File: config.mk
export PLATFORM = sky130hd
export DESIGN_NAME = heap_array_memory
export DESIGN_NICKNAME = d
export VERILOG_FILES = /design/src/rtl/heap_array_pkg.sv /design/src/rtl/heap_array_memory_freed_stack.sv /design/src/rtl/heap_array_memory.sv
export SDC_FILE = /design/constraint.sdc
export NUM_CORES = 1
export LEC_CHECK = 0
export ABC_CLOCK_PERIOD_IN_PS = 4300
export BUFFER_PORTS_ARGS = -buffer_cell sky130_fd_sc_hd__clkbuf_2
export CORE_ASPECT_RATIO = 1.2
export CORE_MARGIN = 3
export CORE_UTILIZATION = 63
export DETAILED_ROUTE_END_ITERATION = 16
export PLACE_DENSITY = 0.8
export SYNTH_ARGS = -nofsm -noshare
export SYNTH_HDL_FRONTEND = slang
export SYNTH_SLANG_ARGS = --single-unit
File: constraint.sdc
create_clock -name clock -period 4.3 [get_ports clock]
set_clock_uncertainty 0.05 [all_clocks]
set_input_delay 0 -clock clock [delete_from_list [all_inputs] [get_ports clock]]
set_output_delay 0 -clock clock [all_outputs]
set_load 0.01 [all_outputs]
File: src/rtl/heap_array_pkg.sv
// Shared types for the heap-array engine: request opcodes, FSM states, response codes.
// Latency: n/a (types only).
// Backpressure: n/a.
package heap_array_pkg;

    typedef enum logic [2:0] {
        ALLOC  = 3'd0,
        FREE   = 3'd1,
        WRITE  = 3'd2,
        READ   = 3'd3,
        SIZE   = 3'd4,
        INSERT = 3'd5
    } op_t;

    typedef enum logic [1:0] {
        IDLE  = 2'd0,
        SHIFT = 2'd1,
        PUT   = 2'd2,
        RESP  = 2'd3
    } state_t;

    localparam logic RSP_OK  = 1'b0;
    localparam logic RSP_ERR = 1'b1;

endpackage

File: src/rtl/heap_array_memory_freed_stack.sv
// LIFO of freed array ids so the most recently freed array is reused first.
// Latency: push/pop take effect at the clock edge; top is combinational from the stored entries.
// Backpressure: push ignored when full, pop ignored when empty; caller checks empty/full.
module freed_stack #(
    parameter int DEPTH = 4,
    parameter int W     = 2
) (
    input  logic         clock,
    input  logic         reset,
    input  logic         push,
    input  logic [W-1:0] push_dat,
    input  logic         pop,
    output logic [W-1:0] top,
    output logic         empty,
    output logic         full
);
    localparam int CW = $clog2(DEPTH + 1);
    localparam int IW = (DEPTH > 1) ? $clog2(DEPTH) : 1;

    logic [W-1:0]  mem [DEPTH];
    logic [CW-1:0] cnt;
    logic [CW-1:0] cnt_m1;

    assign cnt_m1 = cnt - CW'(1);
    assign empty  = (cnt == '0);
    assign full   = (cnt == CW'(DEPTH));
    assign top    = mem[cnt_m1[IW-1:0]];

    // Stack pointer and entry storage; entries themselves need no reset.
    always_ff @(posedge clock) begin
        if (!reset) begin
            cnt <= '0;
        end else if (push && !full) begin
            mem[cnt[IW-1:0]] <= push_dat;
            cnt              <= cnt + CW'(1);
        end else if (pop && !empty) begin
            cnt <= cnt_m1;
        end
    end

endmodule

File: src/rtl/heap_array_memory.sv
// Heap of NArrays fixed-area arrays with alloc/free (LIFO reuse), read/write, size and insert-with-shift.
// Latency: single ops respond after handshake edge t+1; INSERT after t+2+(size-index).
// Backpressure: req_ready only in IDLE; response is a one-cycle pulse with no backpressure.
module heap_array_memory
    import heap_array_pkg::*;
#(
    parameter  int MemoryElementWidth = 12,
    parameter  int NArea              = 7,
    parameter  int NArrays            = 4,
    localparam int AW                 = $clog2(NArrays)
) (
    input  logic                          clock,
    input  logic                          reset,
    input  logic                          req_valid,
    output logic                          req_ready,
    input  logic [2:0]                    req_op,
    input  logic [AW-1:0]                 req_array,
    input  logic [MemoryElementWidth-1:0] req_index,
    input  logic [MemoryElementWidth-1:0] req_data,
    output logic                          rsp_valid,
    output logic [MemoryElementWidth-1:0] rsp_data,
    output logic                          rsp_error,
    output logic [AW:0]                   live_count
);
    localparam int W  = MemoryElementWidth;
    localparam int HD = NArrays * NArea;
    localparam int HW = $clog2(HD);
    localparam int SW = $clog2(NArea + 1);
    localparam logic [AW:0] MAX_ARR = (AW+1)'(NArrays);

    state_t         state, state_nx;
    logic [W-1:0]   heap   [HD];
    logic [SW-1:0]  size_q [NArrays];
    logic [NArrays-1:0] alloc_q;
    logic [AW:0]    allocs_q, live_q;

    // Response held between the accepting edge and the RESP edge.
    logic           res_err;
    logic [W-1:0]   res_dat;
    logic           ins_rsp_sent;

    // Insert context captured at the handshake.
    logic [AW-1:0]  ins_arr;
    logic [SW-1:0]  ins_idx, ins_cnt;
    logic [W-1:0]   ins_dat;
    logic [HW-1:0]  ins_base;

    op_t            op;
    logic           cur_alloc, idx_ok, acc_ok;
    logic [SW-1:0]  cur_size;
    logic [HW-1:0]  addr;
    logic [W-1:0]   acc_dat;
    logic [AW-1:0]  new_id;
    logic           heap_we;
    logic [HW-1:0]  heap_wa;
    logic [W-1:0]   heap_wd;
    logic           stk_push, stk_pop, stk_empty, stk_full;
    logic [AW-1:0]  stk_top;

    assign op         = op_t'(req_op);
    assign cur_alloc  = alloc_q[req_array];
    assign cur_size   = size_q[req_array];
    assign idx_ok     = (req_index < W'(NArea));
    assign addr       = HW'(req_array) * HW'(NArea) + HW'(req_index);
    assign ins_base   = HW'(ins_arr) * HW'(NArea);
    assign req_ready  = (state == IDLE);
    assign live_count = live_q;

    freed_stack #(.DEPTH(NArrays), .W(AW)) u_freed (
        .clock    (clock),
        .reset    (reset),
        .push     (stk_push),
        .push_dat (req_array),
        .pop      (stk_pop),
        .top      (stk_top),
        .empty    (stk_empty),
        .full     (stk_full)
    );

    // Request decode, next state and the single heap write port.
    always_comb begin
        state_nx = state;
        acc_ok   = 1'b0;
        acc_dat  = '0;
        new_id   = '0;
        stk_push = 1'b0;
        stk_pop  = 1'b0;
        heap_we  = 1'b0;
        heap_wa  = '0;
        heap_wd  = '0;
        case (state)
            IDLE: begin
                if (req_valid) begin
                    state_nx = RESP;
                    case (op)
                        ALLOC: begin
                            if (!stk_empty) begin
                                acc_ok  = 1'b1;
                                new_id  = stk_top;
                                stk_pop = 1'b1;
                            end else if (allocs_q < MAX_ARR) begin
                                acc_ok = 1'b1;
                                new_id = allocs_q[AW-1:0];
                            end
                            if (acc_ok) acc_dat = W'(new_id);
                        end
                        FREE: begin
                            if (cur_alloc && !stk_full) begin
                                acc_ok   = 1'b1;
                                stk_push = 1'b1;
                            end
                        end
                        WRITE: begin
                            if (cur_alloc && idx_ok) begin
                                acc_ok  = 1'b1;
                                heap_we = 1'b1;
                                heap_wa = addr;
                                heap_wd = req_data;
                            end
                        end
                        READ: begin
                            if (cur_alloc && idx_ok) begin
                                acc_ok  = 1'b1;
                                acc_dat = heap[addr];
                            end
                        end
                        SIZE: begin
                            if (cur_alloc) begin
                                acc_ok  = 1'b1;
                                acc_dat = W'(cur_size);
                            end
                        end
                        INSERT: begin
                            if (cur_alloc && !(req_index > W'(cur_size)) && cur_size != SW'(NArea)) begin
                                acc_ok   = 1'b1;
                                state_nx = SHIFT;
                            end
                        end
                        default: ;
                    endcase
                end
            end
            SHIFT: begin
                // Move the element just below the counter up by one slot.
                if (ins_cnt > ins_idx) begin
                    heap_we = 1'b1;
                    heap_wa = ins_base + HW'(ins_cnt);
                    heap_wd = heap[ins_base + HW'(ins_cnt) - HW'(1)];
                end else begin
                    state_nx = PUT;
                end
            end
            PUT: begin
                heap_we  = 1'b1;
                heap_wa  = ins_base + HW'(ins_idx);
                heap_wd  = ins_dat;
                state_nx = RESP;
            end
            RESP:    state_nx = IDLE;
            default: state_nx = IDLE;
        endcase
    end

    // Heap storage is never cleared; writes are suppressed while reset is asserted.
    always_ff @(posedge clock) begin
        if (reset && heap_we) heap[heap_wa] <= heap_wd;
    end

    // FSM, bookkeeping registers and the registered response pulse.
    always_ff @(posedge clock) begin
        if (!reset) begin
            state        <= IDLE;
            alloc_q      <= '0;
            allocs_q     <= '0;
            live_q       <= '0;
            for (int i = 0; i < NArrays; i++) size_q[i] <= '0;
            res_err      <= RSP_OK;
            res_dat      <= '0;
            ins_rsp_sent <= 1'b0;
            ins_arr      <= '0;
            ins_idx      <= '0;
            ins_cnt      <= '0;
            ins_dat      <= '0;
            rsp_valid    <= 1'b0;
            rsp_data     <= '0;
            rsp_error    <= 1'b0;
        end else begin
            state     <= state_nx;
            rsp_valid <= 1'b0;
            rsp_data  <= '0;
            rsp_error <= 1'b0;
            if (state == IDLE && req_valid) begin
                res_err <= acc_ok ? RSP_OK : RSP_ERR;
                res_dat <= acc_ok ? acc_dat : '0;
                if (acc_ok) begin
                    case (op)
                        ALLOC: begin
                            alloc_q[new_id] <= 1'b1;
                            size_q[new_id]  <= '0;
                            live_q          <= live_q + 1'b1;
                            if (stk_empty) allocs_q <= allocs_q + 1'b1;
                        end
                        FREE: begin
                            alloc_q[req_array] <= 1'b0;
                            live_q             <= live_q - 1'b1;
                        end
                        WRITE: begin
                            if (req_index >= W'(cur_size))
                                size_q[req_array] <= SW'(req_index) + SW'(1);
                        end
                        INSERT: begin
                            ins_arr <= req_array;
                            ins_idx <= SW'(req_index);
                            ins_cnt <= cur_size;
                            ins_dat <= req_data;
                        end
                        default: ;
                    endcase
                end
            end
            if (state == SHIFT && ins_cnt > ins_idx) ins_cnt <= ins_cnt - SW'(1);
            if (state == PUT) begin
                size_q[ins_arr] <= size_q[ins_arr] + SW'(1);
                rsp_valid       <= 1'b1;
                ins_rsp_sent    <= 1'b1;
            end
            if (state == RESP) begin
                ins_rsp_sent <= 1'b0;
                if (!ins_rsp_sent) begin
                    rsp_valid <= 1'b1;
                    rsp_data  <= res_dat;
                    rsp_error <= res_err;
                end
            end
        end
    end

endmodule
[Word-level counts from Yosys, hierarchy flattened]
Memories as Yosys holds them, arrays and structs flattened. A register that Yosys moved wholly into a read port is not among the register bits.
Cells that the tools add are included.
Word-level totals
  flip-flop bits (word level): 63
  RAM bits: 356
  logic and storage cells: 189
  memories: 3
Memories
  heap: depth 28, bits a word 12, read ports 2, clocked after memory_dff 0, wr ports 1, RTL line heap_array_memory.sv:32  | logic [W-1:0] heap [HD];
  size_q: depth 4, bits a word 3, read ports 2, clocked after memory_dff 1, wr ports 4, RTL line heap_array_memory.sv:33  | logic [SW-1:0] size_q [NArrays];
  u_freed.mem: depth 4, bits a word 2, read ports 1, clocked after memory_dff 0, wr ports 1, RTL line heap_array_memory_freed_stack.sv:20  | logic [W-1:0] mem [DEPTH];
Operators by class
  add/sub/neg operators: 12
  multipliers: 2
  magnitude comparators: 9
  eq/ne operators: 12
  mux-type cells: 98
  bitwise gates (word level): 5
  reduce and logical (&&, ||, !) cells: 33
Operators with widths (count)
  2-to-1 mux 12 bit: 8
  one-hot mux 12 bit (3 select lines): 2
  2-to-1 mux 1 bit: 50
  2-to-1 mux 2 bit: 15
  2-to-1 mux 3 bit: 10
  2-to-1 mux 5 bit: 4
  adder 3 x 1 -> 3 bit, second input constant: 5
  one-hot mux 5 bit (3 select lines): 1
  >= comparator 12 x 3 -> 1 bit: 1
  greater-than comparator 12 x 3 -> 1 bit: 1
  less-than comparator 12 x 3 -> 1 bit, second input constant: 1
  OR reduction 3 bit: 4
  logical AND 1 bit: 11
  adder 5 x 3 -> 5 bit: 2
  multiplier 2 x 3 -> 5 bit, second input constant: 2
  nonzero test 2 bit: 5
  == test 3 bit, second input constant: 3
  AND reduction 3 bit: 3
  subtractor 3 x 1 -> 3 bit, second input constant: 3
  one-hot mux 2 bit (4 select lines): 1
  one-hot mux 4 bit (2 select lines): 1
  == test 3 x 2 -> 1 bit, second input constant: 2
  zero test 3 bit: 2
  less-than comparator 2 x 3 -> 1 bit, second input constant: 2
  other kinds (24): 32

[Logic depth before layout (Yosys ltp)]
Gate-level depths: netlist of the first run.
  word-level depth: 17
  gate-level depth with buffers: 13
  depth with buffers taken out: 11

[By module]
A second synthesis of the first run with hierarchy kept.
Unflattened totals
  cells, all modules: 1283
  area total of the unflattened synthesis: 20458.4 um^2
Modules (own cells, without submodules)
  heap_array_memory: instances 1, cells an instance 1240, area each 19887.8 um^2, sequential area each 11691.2 um^2
  freed_stack: instances 1, cells an instance 43, area each 570.5 um^2, sequential area each 300.3 um^2

[Worst setup path after synthesis of the first run]
OpenSTA, ideal clock, no wires.
  kind: reg2reg
  from: reg ins_arr[0]
  to: mem heap[0][10] in the netlist's numbering, data pin
  setup time: 0.347 ns
  arrival: 3.470 ns
  setup slack: 0.433 ns
  stages on the path, launching flop included: 12
  buffers on the path: 2
  clock period less this slack: 3.867 ns
  cell sequence: dfxtp_1 inv_1 ha_1 inv_1 fa_1 ha_1 clkbuf_1 clkbuf_1 mux4_2 a211oi_1 a211oi_1 or3_1
Between the ends
  cells in the longest elaborated chain, start to end: 6
Ends and longest elaborated chain
  start: declaration: RTL line heap_array_memory.sv:43  | logic [AW-1:0] ins_arr;
  start signal: assignment: RTL line heap_array_memory.sv:212  | ins_arr <= req_array;
  multiplier 2 x 3 -> 5 bit: RTL line heap_array_memory.sv:65  | assign ins_base = HW'(ins_arr) * HW'(NArea);
  adder 5 x 3 -> 5 bit: RTL line heap_array_memory.sv:148  | heap_wd = heap[ins_base + HW'(ins_cnt) - HW'(1)];
  subtractor 5 x 1 -> 5 bit: RTL line heap_array_memory.sv:148
  memory read (28 x 12 bit)
  2-to-1 mux 12 bit: RTL line heap_array_memory.sv:145  | if (ins_cnt > ins_idx) begin
  one-hot mux 12 bit (3 select lines): RTL line heap_array_memory.sv:91  | case (state)
  via heap_wd[10]: RTL line heap_array_memory.sv:56  | logic [W-1:0] heap_wd;
  end: declaration: RTL line heap_array_memory.sv:32
The timed path passes the listed nets, and every way through them passes these cells.

[Final worst setup path of the first run]
  from: reg ins_arr[0]
  to: mem heap[3][5] in the netlist's numbering, data pin
The elaborated chain is that of the path after synthesis.

==> metrics.cfg, run 1 <==
[status]
status = finished, final reports clean

[grt]
grt_pass1_wl_um = 85100
antenna_found_initial = 3
grt.overflow.total = 0
grt_pass1_vias = 13800
grt_max_degree = 60
grtUsageTotal = 0.332

[sta]
final_max_slew_viol_count = 0
worst_pin_slew_ns = 1.23
final.min_clock_period_ns = 4.01
hold_viol_final = 0
post-route-period-util = 0.932
fmaxAchievable_ghz = 0.250
rsz0062_at_grt = no
setup_viol = 0
setup_tns_ns = 0
relSlewSlack = 0.179

[routing]
dr_wl_met3_um = 6270
drt_pass1_iterations = 9
ant_nets = 0
post-route-drc-count = 0
met2_wirelength_um = 27900
vias = 13300
routedWlPerCell_um = 29.9
vias_per_cell = 7.12
totalWireLength_um = 56000
top_layer = met5
m1WireLength_um = 18400
drt-initial-drc-count = 1845

[min_path]
min_from = req_op[2]
hp-class = in2reg
min_path_cells = 5
min_to = allocs_q[0]$_SDFFE_PN0P_

[setup_path]
regToRegEndpoint = heap[3][5]$_DFFE_PP_
crit_required_ns = 4.53
critical-path-slowest-cell = xor2_1
r2r-start = ins_arr[0]$_SDFFE_PN0P_
worstPathCellList = inv_1 > ha_1 > inv_1 > fa_1 > xor2_1 > xnor2_2 > buf_4 > mux2i_1 > a211oi_1 > or3_1 > buf_4
crit_fanout = 16
critPathBufInv = 4
reg2regPathDepth = 11
critPathTopFamily = buffers and inverters
arrival_ns = 4.24
slowest_delay_ns = 0.45
crit_path_end_kind = register
r2r_slack_ns = 0.29
cp-start-kind = register
crit_type = reg2reg

[synth]
synth_area_leaders = edfxtp_1, mux4_2, dfxtp_1, ha_1, nor2_1
synth_warnings = 0
netlist-cell-type-count = 68
syn_inst = 1309
synth_edf_count = 356
synth_area_um2 = 20600
yosysMostFrequentCell = edfxtp_1
yosysTopAreaCell = edfxtp_1
postSynthAreaPerCell_um2 = 15.7
synth-seq-cells = 421
synth_nets = 1386
ys_seq_area_frac = 0.583
synth_top_area_frac = 0.520
synth_ff_type = edfxtp_1
ys_async_sr_fraction = 0
synth_common_cells = edfxtp_1, mux4_2, nor2_1

[job]
cap_violations = 0

[floorplan]
die_area_um2 = 34800
core_region_area_um2 = 31700
pin_count = 50
die_w_um = 171
start_util = 0.648
die_h_um = 204
num_rows = 71

[finish]
final_core_util = 0.745
instances_no_fill = 1872
nets = 1517
design_area_um2 = 23600
antenna_cells = 0
drive_gt1_frac = 0.291
area_growth_pct = 14.9

[clock_tree]
clk_pin_slew_worst_paths_ns = 0.07
post-cts-setup-buffers = 0
clockRootBuffer = clkbuf_16
cts_sinks = 421
cts_made_buffers = 42
cts_tree = built
htreeDepth = 2
clock_latency_ns = 0.55
clk_path_buf_depth = 3

[power_and_ir_drop]
finalPower_mw = 9.63
leakage_nw = 8.60
ir_drop_v = 0.000336
power_density_nw_per_um2 = 408

[place]
place_area_um2 = 22000
routabilityCongestion = 0.905
hpwl_um = 36700
io_buffers = 49
dpl.cell_count = 1777

## through the flow
stage / hold slack [ns] / worst slack (ns)
6_report: 0.0536 / 0.292
5_1_grt: 0.0842 / 0.104
4_1_cts: 0.0217 / 0.306
3_5_place_dp: 0.195 / 0.336
3_3_place_gp: 0.182 / 0.509
2_1_floorplan: 0.0489 / 0.433
## flip-flops by register name, summed over array words and instances (netlist names), 4 cells and up, named ones only
register	cells
rsp_data	12
res_dat	12
heap	336
u_freed.mem	8
alloc_q	4
ins_dat	12
size_q	12
## placed cells by master, fill, tap and decap left out, types with 7 or more instances in the layout
cell             n
nor3_1           8
nand3_1         29
a21oi_1         32
mux2i_1         32
nor2b_1          9
edfxtp_1       356
nor2_1          97
or3_1           13
clkbuf_1         7
mux4_2         189
a22oi_1         16
xor2_1           8
clkbuf_2        50
buf_12          18
clkbuf_16       44
and2_1          25
dfxtp_1         65
a311oi_1        14
buf_4           84
dlygate4sd3_1   20
clkinv_1         7
inv_1           39
nand2_1         89
a211oi_1        38
ha_1            35
o21ai_0         37
## where the power goes
| part | leakage (nW) | internal [mW] | switching [mW] |
|---|---|---|---|
| registers | 4.29 | 4.44 | 0.0399 |
| logic | 3.63 | 0.578 | 0.884 |
| clock network | 0.678 | 2.18 | 1.51 |
| total | 8.60 | 7.20 | 2.43 |
## area by class of cell
type	count	area [um^2]
well taps	401	502
flip-flops and latches	421	12000
inverters	40	150
clock inverters	19	200
clock buffers	56	1190
repair buffers	171	1440
fillers	1798	8100
multi-input cells	764	8150
## kinds of logic (layout without fill, tap and decap cells)
group,count (synthesis),after routing,synth area share
flip-flops,421,421,0.583
buffers and inverters,124,286,0.0257
XOR/XNOR,17,17,0.00724
adder cells (fa/ha/maj),45,45,0.0296
multiplexers,223,223,0.224
AO/OA/AOI/OAI,180,180,0.0607
AND/OR/NAND/NOR,299,299,0.0695
## how the worst max path moves through the flow
stage | start | endpoint | slack [ns] | cells after the start
after floorplan | ins_arr[0]$_SDFFE_PN0P_ | heap[0][10]$_DFFE_PP_ | 0.43 | 11
after global placement | ins_arr[0]$_SDFFE_PN0P_ | heap[16][3]$_DFFE_PP_ | 0.51 | 10
after detailed placement | ins_arr[0]$_SDFFE_PN0P_ | heap[20][3]$_DFFE_PP_ | 0.34 | 10
after CTS | ins_arr[0]$_SDFFE_PN0P_ | heap[3][3]$_DFFE_PP_ | 0.31 | 10
after global routing | ins_arr[0]$_SDFFE_PN0P_ | heap[12][1]$_DFFE_PP_ | 0.10 | 14
final | ins_arr[0]$_SDFFE_PN0P_ | heap[3][5]$_DFFE_PP_ | 0.29 | 11
## what timing repair did
item | CTS | global route
hold endpoints to repair | 36 | 0
endpoints found under the setup margin | 0 | 28
resized for setup | 0 | 1
hold buffers | 20 | 0
## metal layers
layer  track usage  vias to the layer above
met2         0.554                      917
met1         0.406                     6646
met3        0.0847                      256
met4         0.160                        2
met5             0                        -
li1              -                     5515
## worst min-delay path: stages
cell and delay (ns):
clkbuf_2 0.18, nor3_1 0.07, buf_4 0.16, nand3_2 0.11, mux2i_1 0.08
Power figures use the tool's default switching activity.
==> run 2: changes to the inputs <==
- CORE_UTILIZATION: 63 -> 60
- PLACE_DENSITY: 0.8 -> 0.77
==> metrics.cfg, run 2 (synthesis gave the netlist of run 1 again) <==
[status]
status = finished, final reports clean

[sta]
relSlewSlack = 0.439
setup_tns_ns = 0
whs_ns = 0.0818
worst_pin_slew_ns = 0.835
fin_ws_ns = 0.181
final_max_slew_viol_count = 0
hold_viol_final = 0
final.min_clock_period_ns = 4.12
rsz0062_at_grt = no
fmaxAchievable_ghz = 0.243
setup_viol = 0
post-route-period-util = 0.958

[clock_tree]
clk_pin_slew_worst_paths_ns = 0.06
clockRootBuffer = clkbuf_16
clk_path_buf_depth = 3
cts_made_buffers = 41
cts_sinks = 421
clock_latency_ns = 0.55
htreeDepth = 2
cts_tree = built
post-cts-setup-buffers = 0

[setup_path]
slowest_delay_ns = 0.55
critPathTopFamily = adder cells
crit_cells = 12
reg2regPathDepth = 12
crit_type = reg2reg
critical-path-slowest-cell = ha_4
crit_path_end_kind = register
cp-start-kind = register
critPathBufInv = 4
worstPathCellList = inv_1 > ha_1 > inv_1 > fa_1 > ha_4 > buf_12 > mux4_2 > and2_1 > a211oi_1 > a211oi_1 > or3_1 > buf_4
crit_fanout = 21
crit_required_ns = 4.53
arrival_ns = 4.35

[min_path]
min_path_cells = 6
hp-class = in2reg

[routing]
totalWireLength_um = 54300
routedWlPerCell_um = 28.3
drt_pass1_iterations = 6
drt-initial-drc-count = 1396
ant_nets = 0
vias = 13200
post-route-drc-count = 0
vias_per_cell = 6.87

[finish]
largest-register = heap
drive_gt1_frac = 0.288
fillers = 2136
largest_reg_flops = 336
nets = 1516
instances_no_fill = 1920
layout_common_cells = edfxtp_1, mux4_2, nor2_1
seqCellArea_um2 = 12000
multi_input_comb_area_um2 = 8150
antenna_cells = 0
final_common_cell = edfxtp_1
design_area_um2 = 23500
area_growth_pct = 14.3

[grt]
grt.overflow.total = 0
antenna_found_initial = 1
top_usage_layer = met2
use_met3 = 0.0696
grt_pass1_wl_um = 82200
gr-usage-met1 = 0.378
met2_usage = 0.508
grt_max_degree = 66
grt_pass1_vias = 13400
grtUsageTotal = 0.302

[place]
place_area_um2 = 22000
hpwl_um = 35300
routabilityCongestion = 0.905
io_buffers = 49
dp_slack_ns = 0.213
dpl.cell_count = 1826

[floorplan]
num_rows = 73
die_w_um = 175
pin_count = 50
start_util = 0.615
core_region_area_um2 = 33400
die_h_um = 209
die_area_um2 = 36500

[power_and_ir_drop]
power_density_nw_per_um2 = 398
leakage_nw = 8.51
ir_drop_v = 0.000266

[job]
cap_violations = 0

-- run 2: cell count changes in the layout (fill, tap and decap cells not counted), sizes merged --
cell      before  now
inv           40   39
clkbuf       105  104
clkinvlp       2    5
bufinv         4    2
-- run 2: tightest hold or removal path, delay by kind of cell --
family | cells | cell delay [ns]
buf+inv | 1 | 0.08
compound gates | 1 | 0.09
simple gates | 4 | 0.45
-- run 2: timing repair --
action / in CTS / in global routing
hold buffers: 20 / 0
hold endpoints to repair: 32 / 0
setup endpoints to repair: 0 / 28
gates resized for setup: 0 / 1
-- run 2: final timing paths --
path / start / slack (ns) / endpoint
setup / recovery: ins_arr[0]$_SDFFE_PN0P_ / 0.18 / heap[13][9]$_DFFE_PP_
hold / removal: req_index[6] / 0.08 / res_dat[9]$_SDFFE_PN0P_
setup reg to reg: ins_arr[0]$_SDFFE_PN0P_ / 0.18 / heap[13][9]$_DFFE_PP_
hold reg to reg: res_dat[11]$_SDFFE_PN0P_ / 0.40 / res_dat[11]$_SDFFE_PN0P_
-- run 2: power by group --
part | internal [mW] | switching (mW)
Clock | 1.94 | 1.48
Sequential | 4.44 | 0.0401
Combinational | 0.572 | 0.880
-- run 2: cell type report --
type / count / area share
inverters: 40 / 0.00639
clock inverters: 19 / 0.00687
well taps: 450 / 0.0240
clock buffers: 55 / 0.0472
repair buffers: 171 / 0.0585
multi-input cells: 764 / 0.347
flip-flops and latches: 421 / 0.510
-- run 2: per-stage QoR --
| stage | utilization | power (mW) |
|---|---|---|
| final | 0.703 | 9.35 |
| after floorplan | - | 5.49 |
| after detailed placement | 0.659 | 5.97 |
| after global placement | 0.659 | 5.95 |
| after global routing | 0.703 | 9.65 |
| after CTS | 0.703 | 9.38 |
-- run 2: layer usage --
layer,vias up,part of all wire
li1,5502,-
met1,6672,0.34
met2,841,0.50
met3,167,0.10
met4,0,0.052
met5,-,0
